--- config.mk ---
export PLATFORM = sky130hd
export DESIGN_NAME = multicycle_controller_flat
export DESIGN_NICKNAME = d
export VERILOG_FILES = /design/src/rtl/mips_pkg.sv /design/src/rtl/multicycle_controller_if.sv /design/src/rtl/mc_wait_timer.sv /design/src/rtl/multicycle_controller.sv /design/src/flat_wrapper.sv
export SDC_FILE = /design/constraint.sdc
export NUM_CORES = 1
export LEC_CHECK = 0
export ABC_AREA = 1
export BUFFER_PORTS_ARGS = -buffer_cell sky130_fd_sc_hd__buf_2
export CORE_ASPECT_RATIO = 0.75
export CORE_MARGIN = 3
export CORE_UTILIZATION = 25
export CTS_CLUSTER_DIAMETER = 30
export DETAILED_ROUTE_END_ITERATION = 6
export GPL_ROUTABILITY_DRIVEN = 0
export PLACE_DENSITY = 0.42
export SYNTH_ARGS = -nofsm -noshare
export SYNTH_HDL_FRONTEND = slang
export SYNTH_SLANG_ARGS = --single-unit
--- constraint.sdc ---
create_clock -name clk -period 2.05 [get_ports clk]
set_clock_uncertainty 0.05 [all_clocks]
set_input_delay 0.1025 -clock clk [delete_from_list [all_inputs] [get_ports clk]]
set_output_delay 0.1025 -clock clk [all_outputs]
set_load 0.01 [all_outputs]
--- src/rtl/mips_pkg.sv ---
// Shared MIPS control encodings: opcodes, ALU ops, mux selects and the
// multicycle controller state type.
package mips_pkg;

   localparam logic [5:0] OP_RTYPE = 6'b000000;
   localparam logic [5:0] OP_LW    = 6'b100011;
   localparam logic [5:0] OP_SW    = 6'b101011;
   localparam logic [5:0] OP_BEQ   = 6'b000100;
   localparam logic [5:0] OP_ADDI  = 6'b001000;
   localparam logic [5:0] OP_J     = 6'b000010;

   localparam logic [1:0] ALUOP_ADD   = 2'b00;
   localparam logic [1:0] ALUOP_SUB   = 2'b01;
   localparam logic [1:0] ALUOP_FUNCT = 2'b10;

   localparam logic [1:0] PCSRC_ALU    = 2'b00;
   localparam logic [1:0] PCSRC_ALUOUT = 2'b01;
   localparam logic [1:0] PCSRC_JUMP   = 2'b10;

   localparam logic [1:0] SRCB_RT    = 2'b00;
   localparam logic [1:0] SRCB_FOUR  = 2'b01;
   localparam logic [1:0] SRCB_IMM   = 2'b10;
   localparam logic [1:0] SRCB_IMMSH = 2'b11;

   typedef enum logic [3:0] {
      S_FETCH,
      S_DECODE,
      S_MEMADR,
      S_MEMRD,
      S_MEMWB,
      S_MEMWR,
      S_EXECUTE,
      S_ALUWB,
      S_BRANCH,
      S_ADDIEXEC,
      S_ADDIWB,
      S_JUMP
   } mc_state_t;

endpackage

--- src/rtl/multicycle_controller_if.sv ---
// Control bundle between the multicycle controller (master) and the
// datapath/memory side (slave).
interface multicycle_controller_if;
   logic [5:0] opcode;
   logic       zero;
   logic       mem_ready;
   logic       mem_req;
   logic       iord;
   logic       memwrite;
   logic       irwrite;
   logic       pcwrite;
   logic       branch;
   logic [1:0] pcsrc;
   logic       alusrca;
   logic [1:0] alusrcb;
   logic [1:0] aluop;
   logic       regwrite;
   logic       regdst;
   logic       memtoreg;
   logic       retire;
   logic       illegal_op;
   logic       mem_timeout;

   modport master (
      input  opcode, mem_ready,
      output mem_req, iord, memwrite, irwrite, pcwrite, branch,
      output pcsrc, alusrca, alusrcb, aluop, regwrite, regdst,
      output memtoreg, retire, illegal_op, mem_timeout
   );

   modport slave (
      output opcode, zero, mem_ready,
      input  mem_req, iord, memwrite, irwrite, pcwrite, branch,
      input  pcsrc, alusrca, alusrcb, aluop, regwrite, regdst,
      input  memtoreg, retire, illegal_op, mem_timeout
   );
endinterface

--- src/rtl/mc_wait_timer.sv ---
// Saturating count of consecutive unanswered memory wait cycles; hit marks
// the abort threshold (disabled when MEM_TIMEOUT is 0).
module mc_wait_timer #(
   parameter int MEM_TIMEOUT = 15,
   parameter int TW          = 4
) (
   input  logic clk,
   input  logic reset,
   input  logic clr_i,
   input  logic inc_i,
   output logic hit_o
);

   localparam logic [TW-1:0] LIMIT = TW'(MEM_TIMEOUT);
   localparam logic [TW-1:0] MAXC  = '1;

   logic [TW-1:0] cnt_q, cnt_d;

   always_comb begin
      cnt_d = cnt_q;
      if (clr_i)
         cnt_d = '0;
      else if (inc_i && cnt_q != MAXC)
         cnt_d = cnt_q + TW'(1);
   end

   always_ff @(posedge clk) begin
      if (reset)
         cnt_q <= '0;
      else
         cnt_q <= cnt_d;
   end

   assign hit_o = (cnt_q == LIMIT) && (MEM_TIMEOUT != 0);

endmodule

--- src/rtl/multicycle_controller.sv ---
// Multicycle MIPS control FSM with memory ready handshake, bounded wait
// timeout, retire pulse and illegal-opcode flag.
module multicycle_controller
   import mips_pkg::*;
#(
   parameter int MEM_TIMEOUT = 15,
   parameter int TW          = 4
) (
   input  logic                    clk,
   input  logic                    reset,
   multicycle_controller_if.master bus
);

   mc_state_t state_q, state_d;
   logic      req_st;
   logic      mem_wait;
   logic      hit;
   logic      to;

   assign req_st   = (state_q == S_FETCH) || (state_q == S_MEMRD) ||
                     (state_q == S_MEMWR);
   assign mem_wait = req_st && !bus.mem_ready;
   assign to       = hit && mem_wait && !reset;

   mc_wait_timer #(
      .MEM_TIMEOUT (MEM_TIMEOUT),
      .TW          (TW)
   ) u_timer (
      .clk   (clk),
      .reset (reset),
      .clr_i ((state_d != state_q) || to),
      .inc_i (mem_wait),
      .hit_o (hit)
   );

   always_ff @(posedge clk) begin
      if (reset)
         state_q <= S_FETCH;
      else
         state_q <= state_d;
   end

   always_comb begin
      state_d         = state_q;
      bus.mem_req     = 1'b0;
      bus.iord        = 1'b0;
      bus.memwrite    = 1'b0;
      bus.irwrite     = 1'b0;
      bus.pcwrite     = 1'b0;
      bus.branch      = 1'b0;
      bus.pcsrc       = PCSRC_ALU;
      bus.alusrca     = 1'b0;
      bus.alusrcb     = SRCB_RT;
      bus.aluop       = ALUOP_ADD;
      bus.regwrite    = 1'b0;
      bus.regdst      = 1'b0;
      bus.memtoreg    = 1'b0;
      bus.retire      = 1'b0;
      bus.illegal_op  = 1'b0;
      bus.mem_timeout = 1'b0;
      if (!reset) begin
         unique case (state_q)
            S_FETCH: begin
               bus.mem_req = 1'b1;
               bus.alusrcb = SRCB_FOUR;
               bus.irwrite = bus.mem_ready;
               bus.pcwrite = bus.mem_ready;
               if (bus.mem_ready) state_d = S_DECODE;
            end
            S_DECODE: begin
               bus.alusrcb = SRCB_IMMSH;
               case (bus.opcode)
                  OP_RTYPE: state_d = S_EXECUTE;
                  OP_LW,
                  OP_SW:    state_d = S_MEMADR;
                  OP_BEQ:   state_d = S_BRANCH;
                  OP_ADDI:  state_d = S_ADDIEXEC;
                  OP_J:     state_d = S_JUMP;
                  default: begin
                     bus.illegal_op = 1'b1;
                     state_d        = S_FETCH;
                  end
               endcase
            end
            S_MEMADR: begin
               bus.alusrca = 1'b1;
               bus.alusrcb = SRCB_IMM;
               state_d = (bus.opcode == OP_LW) ? S_MEMRD : S_MEMWR;
            end
            S_MEMRD: begin
               bus.mem_req = 1'b1;
               bus.iord    = 1'b1;
               if (bus.mem_ready) state_d = S_MEMWB;
            end
            S_MEMWB: begin
               bus.regwrite = 1'b1;
               bus.memtoreg = 1'b1;
               bus.retire   = 1'b1;
               state_d      = S_FETCH;
            end
            S_MEMWR: begin
               bus.mem_req  = 1'b1;
               bus.iord     = 1'b1;
               bus.memwrite = 1'b1;
               bus.retire   = bus.mem_ready;
               if (bus.mem_ready) state_d = S_FETCH;
            end
            S_EXECUTE: begin
               bus.alusrca = 1'b1;
               bus.aluop   = ALUOP_FUNCT;
               state_d     = S_ALUWB;
            end
            S_ALUWB: begin
               bus.regwrite = 1'b1;
               bus.regdst   = 1'b1;
               bus.retire   = 1'b1;
               state_d      = S_FETCH;
            end
            S_BRANCH: begin
               bus.alusrca = 1'b1;
               bus.aluop   = ALUOP_SUB;
               bus.pcsrc   = PCSRC_ALUOUT;
               bus.branch  = 1'b1;
               bus.retire  = 1'b1;
               state_d     = S_FETCH;
            end
            S_ADDIEXEC: begin
               bus.alusrca = 1'b1;
               bus.alusrcb = SRCB_IMM;
               state_d     = S_ADDIWB;
            end
            S_ADDIWB: begin
               bus.regwrite = 1'b1;
               bus.retire   = 1'b1;
               state_d      = S_FETCH;
            end
            S_JUMP: begin
               bus.pcsrc   = PCSRC_JUMP;
               bus.pcwrite = 1'b1;
               bus.retire  = 1'b1;
               state_d     = S_FETCH;
            end
            default: state_d = S_FETCH;
         endcase
         // Abort overrides the state decode; irwrite/pcwrite/retire are already 0
         if (to) begin
            bus.mem_timeout = 1'b1;
            state_d         = S_FETCH;
         end
      end
   end

endmodule

--- src/flat_wrapper.sv ---
// flat-port wrapper written by rule: the top's interface ports become plain ports
module multicycle_controller_flat import mips_pkg::*;
#(
   parameter int MEM_TIMEOUT = 15,
   parameter int TW          = 4
)
  (clk, reset, bus_opcode, bus_mem_ready, bus_mem_req, bus_iord, bus_memwrite, bus_irwrite, bus_pcwrite, bus_branch, bus_pcsrc, bus_alusrca, bus_alusrcb, bus_aluop, bus_regwrite, bus_regdst, bus_memtoreg, bus_retire, bus_illegal_op, bus_mem_timeout);
  multicycle_controller_if bus_i ();
  input  logic clk;
  input  logic reset;
  input wire logic [$bits(bus_i.opcode)-1:0] bus_opcode;
  input wire logic [$bits(bus_i.mem_ready)-1:0] bus_mem_ready;
  output wire logic [$bits(bus_i.mem_req)-1:0] bus_mem_req;
  output wire logic [$bits(bus_i.iord)-1:0] bus_iord;
  output wire logic [$bits(bus_i.memwrite)-1:0] bus_memwrite;
  output wire logic [$bits(bus_i.irwrite)-1:0] bus_irwrite;
  output wire logic [$bits(bus_i.pcwrite)-1:0] bus_pcwrite;
  output wire logic [$bits(bus_i.branch)-1:0] bus_branch;
  output wire logic [$bits(bus_i.pcsrc)-1:0] bus_pcsrc;
  output wire logic [$bits(bus_i.alusrca)-1:0] bus_alusrca;
  output wire logic [$bits(bus_i.alusrcb)-1:0] bus_alusrcb;
  output wire logic [$bits(bus_i.aluop)-1:0] bus_aluop;
  output wire logic [$bits(bus_i.regwrite)-1:0] bus_regwrite;
  output wire logic [$bits(bus_i.regdst)-1:0] bus_regdst;
  output wire logic [$bits(bus_i.memtoreg)-1:0] bus_memtoreg;
  output wire logic [$bits(bus_i.retire)-1:0] bus_retire;
  output wire logic [$bits(bus_i.illegal_op)-1:0] bus_illegal_op;
  output wire logic [$bits(bus_i.mem_timeout)-1:0] bus_mem_timeout;
  assign bus_i.opcode = bus_opcode;
  assign bus_i.mem_ready = bus_mem_ready;
  assign bus_mem_req = bus_i.mem_req;
  assign bus_iord = bus_i.iord;
  assign bus_memwrite = bus_i.memwrite;
  assign bus_irwrite = bus_i.irwrite;
  assign bus_pcwrite = bus_i.pcwrite;
  assign bus_branch = bus_i.branch;
  assign bus_pcsrc = bus_i.pcsrc;
  assign bus_alusrca = bus_i.alusrca;
  assign bus_alusrcb = bus_i.alusrcb;
  assign bus_aluop = bus_i.aluop;
  assign bus_regwrite = bus_i.regwrite;
  assign bus_regdst = bus_i.regdst;
  assign bus_memtoreg = bus_i.memtoreg;
  assign bus_retire = bus_i.retire;
  assign bus_illegal_op = bus_i.illegal_op;
  assign bus_mem_timeout = bus_i.mem_timeout;
  multicycle_controller #(.MEM_TIMEOUT(MEM_TIMEOUT), .TW(TW)) u_core (.clk(clk), .reset(reset), .bus(bus_i));
endmodule
==> results of run 1 <==
[per-layer routing]
| layer | up-vias | wire (µm) | global-route usage (%) |
|---|---|---|---|
| met5 | - | 0 | 0 |
| met3 | 2 | 181 | 2.527 |
| met4 | 0 | 19 | 3.158 |
| met1 | 477 | 1353 | 20.34 |
| met2 | 34 | 975 | 17.10 |
| li1 | 562 | - | - |
[layout make-up]
cell class / instances / area (µm²) / share of cell area (%)
Multi-Input combinational cell: 126 / 588.1 / 55.10
Sequential cell: 8 / 161.4 / 15.12
Timing Repair Buffer: 29 / 150.1 / 14.07
Inverter: 21 / 78.83 / 7.386
Tap cell: 38 / 47.55 / 4.455
Clock buffer: 3 / 41.29 / 3.869
[report_power, final]
part           leakage (nW)  switching (mW)  internal (mW)  total (mW)
Combinational         0.520          0.0679         0.0407       0.109
Sequential           0.0654         0.00676          0.162       0.169
Clock                0.0216          0.0611          0.127       0.188
[placed cells by master, fill, tap and decap left out]
cell type / synthesis / routed
and2_1: 2 / 2
buf_4: 1 / 2
buf_2: 0 / 27
a21oi_1: 7 / 7
nand3_1: 17 / 17
dfxtp_1: 8 / 7
xnor2_1: 2 / 2
nand3_2: 1 / 1
nor3_1: 5 / 5
xor2_1: 1 / 1
nand2_2: 1 / 1
nand4_1: 4 / 4
dfxtp_2: 0 / 1
ha_1: 1 / 1
mux2_2: 1 / 1
inv_2: 1 / 1
o21ai_0: 4 / 4
clkbuf_8: 0 / 3
nor2_2: 1 / 3
nor2_1: 39 / 37
inv_1: 20 / 20
a32o_1: 1 / 1
nand2_1: 38 / 38
a221oi_1: 1 / 1
[state kept, by name (all words and copies together) (netlist names)]
| signal | count |
|---|---|
| u_core.state_q | 4 |
| u_core.u_timer.cnt_q | 4 |
[cell usage after synthesis (all sizes together)]
library cell | n | area share [%]
inv | 21 | 9.4
dfxtp | 8 | 19
nor3 | 5 | 3.0
a21oi | 7 | 4.2
buf | 2 | 1.3
o21ai | 4 | 2.4
mux2 | 1 | 1.3
ha | 1 | 1.5
nand3 | 18 | 11
a221oi | 1 | 1.0
clkbuf | 1 | 0.45
xor2 | 1 | 1.0
nand2 | 39 | 18
nand4 | 4 | 3.0
and2 | 2 | 1.5
xnor2 | 2 | 2.1
a32o | 1 | 1.2
nor2 | 40 | 18
[path summary, 6_finish.rpt]
| path | endpoint |
|---|---|
| worst min register to register | u_core.u_timer.cnt_q[3] |
| worst min-delay path | u_core.state_q[2] |
| worst max-delay path | u_core.u_timer.cnt_q[1] |
| worst max register to register | u_core.u_timer.cnt_q[1] |
[critical path: stages (launching register included)]
cell	delay (ns)
dfxtp_1	0.44
nand2_1	0.23
nor2_2	0.18
nor2_1	0.09
nand2_1	0.07
nand2_1	0.06
nor2_2	0.13
nand2_1	0.09
nand2_1	0.06
nand2_1	0.04
nor2_1	0.08
nand2_1	0.11
nor2_1	0.09
[logic make-up (layout without fill, tap and decap cells)]
family | Yosys count | in the layout | synth area share (%)
AND/OR/NAND/NOR | 108 | 108 | 54.86
adder cells (fa/ha/maj) | 1 | 1 | 1.495
multiplexers | 1 | 1 | 1.345
buffers and inverters | 24 | 53 | 11.21
AO/OA/AOI/OAI | 13 | 13 | 8.819
flip-flops | 8 | 8 | 19.13
XOR/XNOR | 3 | 3 | 3.140
[timing repair]
item / CTS / global route
gates resized for setup: 0 / 3
hold endpoints to repair: 0 / 0
setup endpoints to repair: 0 / 4
[through the flow]
stage | setup slack [ns] | util, % | power, mW | instance area (µm²) | cells
2_1_floorplan | 0.5391 | - | 0.2418 | 837.1 | 158
3_3_place_gp | 0.2211 | 33.29 | 0.2791 | 1020 | 222
3_5_place_dp | 0.2383 | 33.29 | 0.2789 | 1020 | 222
4_1_cts | 0.2175 | 34.64 | 0.4693 | 1061 | 225
5_1_grt | 0.02520 | 34.84 | 0.4976 | 1067 | 225
6_report | 0.2628 | 34.84 | 0.4660 | 1067 | 225
==> impl_metrics.tcl, run 1 <==
set metrics [dict create \
    seq_area_frac_synth_pct 19.13 \
    ir_drop_mv 0.2449 \
    finalSetupViolCount 0 \
    required_ns 2.16 \
    die_h_um 56.11 \
    worst-r2r-cell-count 12 \
    syn_to_final_growth_pct 27.50 \
    first_pass_iters 4 \
    postCtsSetupBuffers 0 \
    postCtsHoldBufs 0 \
    worst_pin_slew_ns 0.3259 \
    rsz0062_at_grt "false" \
    report.final.slew_viol_count 0 \
    rows 17 \
    finalNetCount 199 \
    netlist_area_um2 837.1 \
    hpwl_um 2115 \
    ys_types 23 \
    ant_nets 0 \
    num_vias 1075 \
    syn_avg_cell_area_um2 5.298 \
    p_leak_nw 0.6066 \
    max-slew-margin-rel_pct 78.05 \
    ys_warn_count 0 \
    overflow 0 \
    start_util_pct 27.33 \
    dieArea_mm2 0.004086 \
    hold_start "reset" \
    h-tree-depth 1 \
    fin_tns_setup_ns 0 \
    grt_pass1_vias 940 \
    syn_inst 158 \
    track_usage_pct 12.84 \
    antenna_found_initial 0 \
    portBuffers 27 \
    root_buffer "clkbuf_8" \
    crit_arrival_ns 1.90 \
    synth_fp_nets 168 \
    start_kind "flop" \
    cts-buffers-inserted 3 \
    drc 0 \
    nFillCells 360 \
    post_drt_wl_per_cell_um 11.24 \
    critPathKind "reg -> reg" \
    tritoncts "done" \
    fmax_ghz 0.5595 \
    hold_violations 0 \
    min_period_over_period_pct 87.18 \
    initialDrtViolationCount 31 \
    min_path_cells 3 \
    grt_max_degree 20 \
    routed_wl_um 2530 \
    drv_cap 0 \
    critPathCaptureType "flop" \
    regToRegSetupSlack_ns 0.26 \
    ys_ff_latch 8 \
    ios 28 \
    critical_path.max_fanout 7 \
    power.density_mw_per_mm2 436.6 \
    drive_gt1_share_pct 21.39 \
    clkLatencyLatePin_ns 0.23 \
    grt_pass1_wl_um 4209 \
    cp-startpoint "u_core.state_q[0]" \
    core_mm2 0.003063 \
    cts_buffer_depth 2 \
    min_period_ns 1.787 \
    holdWs_ns 0.2815 \
    n_antenna_cell 0 \
    status "completed" \
    die_w_um 72.82 \
    path_clk_slew_ns 0.04 \
    hold_path.class "in -> reg" \
    viasPerCell 4.778 \
    cts.sinks 8 \
    reg2reg_from "u_core.state_q[0]" \
]
Note: power is estimated with default switching activity, not from simulation.
==> run 2, diff against run 1 <==
- CELL_PAD_IN_SITES_DETAIL_PLACEMENT: default -> 1
- CELL_PAD_IN_SITES_GLOBAL_PLACEMENT: default -> 1
- PLACE_DENSITY: 0.42 -> 0.61
==> run 2 against run 1 <==
  * Die area is the same
  * Register-to-register slack worse by 0.05 ns
  * Flip-flop and latch count is the same
  * Clock-buffer cell count did not move
  * First-iteration DRC count increased by 81%
  * Via count is 4.2% higher
  * Utilization is 0.082 points higher
  * Worst hold slack worse by 0.0080 ns
  * Final area rose by 0.24%
  * Fmax down 2.8%
  * Non-clock buffer count stayed put
  * Critical endpoint is now u_core.u_timer.cnt_q[2]
  * Largest cell class unchanged
==> impl_metrics.tcl, run 2 (synthesis results as in run 1) <==
set metrics [dict create \
    p_leak_nw 0.6085 \
    syn_to_final_growth_pct 27.80 \
    cts.sinks 8 \
    finalNetCount 199 \
    power.density_mw_per_mm2 437.6 \
    worst_pin_slew_ns 0.3335 \
    antenna_found_initial 0 \
    fmax_ghz 0.5438 \
    die_w_um 72.82 \
    cp-startpoint "u_core.state_q[1]" \
    overflow 0 \
    regToRegEndpoint "u_core.u_timer.cnt_q[2]" \
    max-slew-margin-rel_pct 77.68 \
    report.final.slew_viol_count 0 \
    viasPerCell 4.978 \
    critPathKind "reg -> reg" \
    h-tree-depth 1 \
    first_pass_iters 4 \
    die_h_um 56.11 \
    total_power_mw 0.4681 \
    place_ws_ns 0.1240 \
    placed_area_mm2 0.001020 \
    path_clk_slew_ns 0.04 \
    final_cells 225 \
    regToRegSetupSlack_ns 0.21 \
    setup_ws_ns 0.2111 \
    initialDrtViolationCount 56 \
    min_period_over_period_pct 89.70 \
    critical_path.max_fanout 7 \
    reg2reg_from "u_core.state_q[1]" \
    num_vias 1120 \
    cts-buffers-inserted 3 \
    drv_cap 0 \
    drc 0 \
    dp.cells 222 \
    ios 28 \
    dieArea_mm2 0.004086 \
    layout_commonest_cell "nand2_1" \
    cts_resized 0 \
    grt_pass1_vias 1097 \
    final_area_mm2 0.001070 \
    track_usage_pct 14.55 \
    grt_max_degree 20 \
    start_util_pct 27.33 \
    hold_path.class "in -> reg" \
    core_mm2 0.003063 \
    hpwl_um 2410 \
    worst-r2r-cell-count 13 \
    rsz0062_at_grt "false" \
    cts_buffer_depth 2 \
    finish.utilization_pct 34.93 \
    clkLatencyLatePin_ns 0.23 \
    drive_gt1_share_pct 22.46 \
    crit_arrival_ns 1.95 \
    rows 17 \
    critPathCaptureType "flop" \
    tritoncts "done" \
    fin_tns_setup_ns 0 \
    n_antenna_cell 0 \
    routed_wl_um 2857 \
    portBuffers 27 \
    worstSetupEndpoint "u_core.u_timer.cnt_q[2]" \
    finalSetupViolCount 0 \
    holdWs_ns 0.2735 \
    start_kind "flop" \
    ant_nets 0 \
    min_period_ns 1.839 \
    postCtsSetupBuffers 0 \
    post_drt_wl_per_cell_um 12.70 \
    ir_drop_mv 0.1582 \
    grt_pass1_wl_um 4823 \
    status "completed" \
    root_buffer "clkbuf_8" \
    hold_violations 0 \
    required_ns 2.16 \
    postCtsHoldBufs 0 \
    reg.largest.list "u_core.state_q: 4 flops, u_core.u_timer.cnt_q: 4 flops" \
    layout_common_cells "38 x nand2_1, 37 x nor2_1, 27 x buf_2" \
]
==> run 2: changes by cell type in the layout (fill, tap and decap cells not counted) <==
cell,before,now
dfxtp_2,1,3
o21ai_1,0,1
o21ai_0,4,3
dfxtp_1,7,5
==> run 2: layout make-up <==
| cell class | instances | area [µm²] |
|---|---|---|
| Multi-Input combinational cell | 126 | 588.1 |
| Inverter | 21 | 78.83 |
| Clock buffer | 3 | 41.29 |
| Timing Repair Buffer | 29 | 150.1 |
| Fill cell | 460 | 1993 |
| Tap cell | 38 | 47.55 |
| Sequential cell | 8 | 163.9 |
==> run 2: per-layer routing <==
metal | routed length (µm) | track usage, % | part of all wire [%]
met2 | 1237 | 23.01 | 43
met5 | 0 | 0 | 0
met4 | 10 | 2.368 | 0.35
met1 | 1413 | 20.17 | 49
met3 | 195 | 3.430 | 6.8
==> run 2: critical path, cell delays in order, from the launching register on <==
cell and delay (ns):
dfxtp_2 0.36, inv_2 0.12, nand2_1 0.18, nor2_1 0.21, nor2_1 0.10, nand2_1 0.07, nand2_1 0.06, nor2_2 0.14
nand2_1 0.09, nand2_1 0.07, nand2_1 0.05, nor2_1 0.08, nand2_1 0.10, nor2_1 0.11
==> run 2: report_power, final <==
group          switching, mW  total [mW]  internal (mW)  leakage, nW
Combinational         0.0688       0.110         0.0408        0.521
Clock                 0.0612       0.188          0.127       0.0216
Sequential           0.00753       0.170          0.163       0.0663
==> run 2: worst min path at each step <==
stage	start	endpoint	slack (ns)	cells past startpoint
detailed placement	u_core.u_timer.cnt_q[3]	u_core.u_timer.cnt_q[3]	0.50	3
finish	reset	u_core.state_q[2]	0.27	3
floorplan	bus_mem_ready	bus_retire	0.31	1
CTS	reset	u_core.state_q[3]	0.28	3
global placement	reset	u_core.state_q[3]	0.51	3
global route	reset	u_core.state_q[3]	0.29	3
